==> src/rtl/traffic_pkg.sv <==
// Shared definitions for the traffic phase scheduler: phase encodings,
// default timing width and light-colour constants.
package traffic_pkg;

  localparam int W_DEFAULT = 8;

  typedef enum logic [1:0] {
    PH_IDLE   = 2'd0,
    PH_GREEN  = 2'd1,
    PH_YELLOW = 2'd2
  } phase_t;

  localparam logic [1:0] LIGHT_RED    = 2'd0;
  localparam logic [1:0] LIGHT_YELLOW = 2'd1;
  localparam logic [1:0] LIGHT_GREEN  = 2'd2;

  // Both enables high is treated as IDLE, not as a valid phase.
  function automatic phase_t decode_phase(input logic count_g, input logic count_y);
    phase_t p;
    p = PH_IDLE;
    if (count_g && !count_y) p = PH_GREEN;
    else if (count_y && !count_g) p = PH_YELLOW;
    return p;
  endfunction

endpackage

==> src/rtl/traffic_phase_scheduler_phase_timer.sv <==
// Per-phase elapsed tick counter with saturation, plus the phase-entry
// snapshot of the duration configuration.
module phase_timer
  import traffic_pkg::*;
#(
  parameter int W = W_DEFAULT
) (
  input  logic         clk,
  input  logic         rst,
  input  logic         phase_change,
  input  logic         counting,
  input  logic         tick,
  input  logic [W-1:0] cfg_green_min,
  input  logic [W-1:0] cfg_green_max,
  input  logic [W-1:0] cfg_yellow,
  output logic [W-1:0] elapsed,
  output logic [W-1:0] green_min_q,
  output logic [W-1:0] green_max_q,
  output logic [W-1:0] yellow_q
);

  always_ff @(posedge clk) begin
    if (rst) begin
      elapsed     <= '0;
      green_min_q <= '0;
      green_max_q <= '0;
      yellow_q    <= '0;
    end else if (phase_change) begin
      // Snapshot durations on entry so mid-phase cfg edits are ignored.
      elapsed     <= '0;
      green_min_q <= cfg_green_min;
      green_max_q <= cfg_green_max;
      yellow_q    <= cfg_yellow;
    end else if (counting && tick && (elapsed != {W{1'b1}})) begin
      elapsed <= elapsed + 1'b1;
    end
  end

endmodule

==> src/rtl/traffic_phase_scheduler.sv <==
// Decides when the current green or yellow phase is complete (max-out,
// gap-out, yellow timeout) and tracks which road holds right of way.
module traffic_phase_scheduler
  import traffic_pkg::*;
#(
  parameter int W = W_DEFAULT
) (
  input  logic         clk,
  input  logic         rst,
  input  logic         tick,
  input  logic         count_g,
  input  logic         count_y,
  input  logic         req1,
  input  logic         req2,
  input  logic [W-1:0] cfg_green_min,
  input  logic [W-1:0] cfg_green_max,
  input  logic [W-1:0] cfg_yellow,
  output logic         count_done_g,
  output logic         count_done_y,
  output logic         active_road,
  output logic [W-1:0] elapsed,
  output logic         pend1,
  output logic         pend2
);

  phase_t       phase_d;
  phase_t       phase_q;
  logic         phase_change;
  logic         done_sent;
  logic [W-1:0] green_min_q;
  logic [W-1:0] green_max_q;
  logic [W-1:0] yellow_q;
  logic         road1_green;
  logic         road2_green;
  logic         own_req;
  logic         other_pend;
  logic         fire_g;
  logic         fire_y;
  logic         pend1_d;
  logic         pend2_d;

  assign phase_d      = decode_phase(count_g, count_y);
  assign phase_change = (phase_d != phase_q);
  assign road1_green  = (phase_d == PH_GREEN) && !active_road;
  assign road2_green  = (phase_d == PH_GREEN) && active_road;
  assign own_req      = active_road ? req2 : req1;
  assign other_pend   = active_road ? pend1 : pend2;

  phase_timer #(.W(W)) u_timer (
    .clk          (clk),
    .rst          (rst),
    .phase_change (phase_change),
    .counting     (phase_d != PH_IDLE),
    .tick         (tick),
    .cfg_green_min(cfg_green_min),
    .cfg_green_max(cfg_green_max),
    .cfg_yellow   (cfg_yellow),
    .elapsed      (elapsed),
    .green_min_q  (green_min_q),
    .green_max_q  (green_max_q),
    .yellow_q     (yellow_q)
  );

  always_comb begin
    fire_g  = 1'b0;
    fire_y  = 1'b0;
    pend1_d = pend1;
    pend2_d = pend2;
    // Evaluation only once the phase is stable, so elapsed and cfg are current.
    if (!phase_change && !done_sent) begin
      if (phase_d == PH_GREEN)
        fire_g = (elapsed >= green_max_q) ||
                 ((elapsed >= green_min_q) && other_pend && !own_req);
      if (phase_d == PH_YELLOW)
        fire_y = (elapsed >= yellow_q);
    end
    if (phase_change && road1_green) pend1_d = 1'b0;
    if (phase_change && road2_green) pend2_d = 1'b0;
    if ((phase_d != PH_IDLE) && req1 && !road1_green) pend1_d = 1'b1;
    if ((phase_d != PH_IDLE) && req2 && !road2_green) pend2_d = 1'b1;
  end

  always_ff @(posedge clk) begin
    if (rst) begin
      phase_q      <= PH_IDLE;
      done_sent    <= 1'b0;
      count_done_g <= 1'b0;
      count_done_y <= 1'b0;
      active_road  <= 1'b0;
      pend1        <= 1'b0;
      pend2        <= 1'b0;
    end else begin
      phase_q      <= phase_d;
      count_done_g <= fire_g;
      count_done_y <= fire_y;
      pend1        <= pend1_d;
      pend2        <= pend2_d;
      if (fire_g || fire_y) done_sent <= 1'b1;
      else if (phase_change) done_sent <= 1'b0;
      if (fire_y) active_road <= ~active_road;
    end
  end

endmodule

==> config.mk <==
export PLATFORM = sky130hd
export DESIGN_NAME = traffic_phase_scheduler
export DESIGN_NICKNAME = d
export VERILOG_FILES = /design/src/rtl/traffic_pkg.sv /design/src/rtl/traffic_phase_scheduler_phase_timer.sv /design/src/rtl/traffic_phase_scheduler.sv
export SDC_FILE = /design/constraint.sdc
export NUM_CORES = 1
export LEC_CHECK = 0
export CAP_MARGIN = 10
export CORE_MARGIN = 10
export CORE_UTILIZATION = 50
export CTS_BUF_LIST = sky130_fd_sc_hd__clkbuf_16
export DETAILED_ROUTE_END_ITERATION = 16
export GPL_TIMING_DRIVEN = 0
export PLACE_DENSITY_LB_ADDON = 0.1
export SLEW_MARGIN = 20
export SYNTH_ARGS = -nofsm -noshare
export SYNTH_HDL_FRONTEND = slang
export SYNTH_SLANG_ARGS = --single-unit
==> constraint.sdc <==
create_clock -name clk -period 2.6 [get_ports clk]
set_input_delay 0.52 -clock clk [delete_from_list [all_inputs] [get_ports clk]]
set_output_delay 0.52 -clock clk [all_outputs]
set_load 0.03 [all_outputs]
==> flow_summary.ini <==
[job]
max_cap_violations = 0

[synth]
synth_top_area_cell = dfxtp_1
synth_edf_count = 0
async_reset_ff_share_pct = 0
ys_warn_count = 0
ys_seq_area_share_pct = 37.5
synthTopCellsByArea = dfxtp_1 (38%), ha_1 (17%), nand2_1 (9.5%), a21oi_1 (7.3%), inv_1 (4.9%)
syn_area_um2 = 2130
syn-mean-instance-area_um2 = 8.02
synth.top_cell.area_share_pct = 37.5
synth-main-ff-cell = dfxtp_1
syn_inst = 266
syn-num-nets = 326
synth_seq_cells = 40
ys_types = 34

[finish]
seqCellArea_um2 = 801
mostFrequentLayoutCells = nand2_1 (54), clkdlybuf4s50_1 (43), dfxtp_1 (40)
fill_cells = 378
finalInstanceArea_um2 = 2770
multi_input_area_um2 = 1200
final_util_pct = 68.2
diodes = 0
syn_to_final_growth_pct = 29.6
mostFrequentLayoutCell = nand2_1
nets = 376
drive_gt1_share_pct = 2.21

[clock_network]
cts-root-buf = clkbuf_16
path_clk_slew_ns = 0.06
cts_buffers = 5
clock_path_buffers = 2
cts_tree = done
cts_sinks = 40
htreeDepth = 2
clock_latency_ns = 0.28
post_cts_buffers = 0

[pwr]
powerDensity_nw_per_um2 = 544
p_leak_nw = 1.11
power_mw = 1.51
ir_worst_vdd_mv = 0.276

[route]
wl_per_cell_um = 14.1
firstDrtPassIters = 4
num_vias = 1939
drtIter0Drc = 116
via_per_inst = 5.28
wl_um = 5160
route.detailed.drc = 0
ant_nets = 0

[global_route]
grt_util_all_layers_pct = 14.4
grt_overflow = 0
first_global_vias = 1931
grt_pass1_wl_um = 8750
grt_max_degree = 12
grt_antenna_before_repair = 0

[timing]
final-hold-violation-count = 0
rsz0062_at_grt = false
fin_crit_sh_pct = 90.1
slew_viol_final = 0
skew_ns = 0.00260
setup-violations-final = 0
max_freq_mhz = 427
worstMarginPinSlew_ns = 0.684
relSlewSlack_pct = 54.1
fin_crit_ns = 2.34

[status]
status = finished, final reports clean

[critical_path]
startpoint_type = input port
path_class = input port to register
required_ns = 2.81
cp_max_fo = 10
endpoint_kind = register
arrival_ns = 2.55

[place]
placed_area_um2 = 2630
port_buffers = 43
gp_congestion = 0.787
dp_hpwl_um = 3900

[floorplan]
start_util_pct = 52.6
die-area_um2 = 7280
die_x_um = 85.3
placementRows = 23
pin_count = 44
core_um2 = 4060
die_h_um = 85.3

[worst_hold_path]
hold_path_class = register to register
[power by group]
part	internal [mW]	leakage [nW]	switching (mW)	total [mW]
combinational	0.120	0.712	0.136	0.256
clock	0.345	0.0738	0.232	0.577
sequential	0.651	0.328	0.0215	0.673
[critical path, cell delays in order]
cell	delay, ns
clkdlybuf4s50_1	0.50
inv_1	0.08
ha_1	0.22
xor2_1	0.26
or2_1	0.14
buf_2	0.19
clkbuf_1	0.36
nand2_1	0.13
a21oi_1	0.15
[stage by stage]
step	hold slack (ns)	instances	TNS [ns]	setup slack, ns
after CTS	0.452	367	0	0.156
after floorplan	0.432	266	0	0.571
after global placement	0.441	359	-0.731	-0.0609
after detailed placement	0.445	359	-1.30	-0.0953
after global routing	0.463	367	0	0.0268
final	0.449	367	0	0.257
[per-layer routing]
layer / global-route usage (%) / routed length [µm]
met4: 6.59 / 91
met2: 22.8 / 2440
met5: 0 / 0
met3: 5.26 / 406
met1: 16.9 / 2230
[state kept, by name, summed over array words and instances, names as in the netlist]
register,flops
pend2,1
u_timer.green_max_q,8
u_timer.yellow_q,8
phase_q,2
done_sent,1
count_done_y,1
u_timer.green_min_q,8
count_done_g,1
active_road,1
u_timer.elapsed,8
pend1,1
[final cells by class]
cell class / instances / share of cell area (%)
buffer: 9 / 1.27
clock buffer: 5 / 4.52
clock inverter: 3 / 0.407
inverter: 28 / 3.80
multi-input combinational: 189 / 43.2
sequential: 40 / 28.9
tap: 50 / 2.26
timing repair buffer: 43 / 15.6
[cell usage after synthesis, types with 3 or more instances]
cell type	count
dfxtp_1	40
a21oi_1	31
nor2b_1	4
o21ai_0	4
clkbuf_1	8
nor2_1	14
o21a_1	3
nand2_1	54
xnor2_1	6
nand2b_1	4
nand4_1	4
nand3_1	6
nor3_1	5
inv_1	28
ha_1	29
[logic make-up after synthesis]
group,Yosys count,share of synthesized area (%)
XOR/XNOR,8,3.28
flip-flops,40,37.5
AND/OR/NAND/NOR,99,20.7
multiplexers,1,0.469
adder cells (fa/ha/maj),29,17.0
buffers and inverters,37,6.56
AO/OA/AOI/OAI,52,14.5
[path summary, 6_finish.rpt]
check	from	to	slack, ns	cells past startpoint
min	u_timer.green_min_q[5]	u_timer.green_min_q[5]	0.45	2
max	count_g	u_timer.yellow_q[6]	0.26	9
min reg2reg	u_timer.green_min_q[5]	u_timer.green_min_q[5]	0.45	2
max reg2reg	u_timer.elapsed[0]	done_sent	0.53	7
[timing repair]
action / 4_1_cts / 5_1_grt
hold buffers: 0 / 0
resized for setup: 0 / 1
endpoints found under the setup margin: 0 / 8
Note: power is estimated with default switching activity, not from simulation.
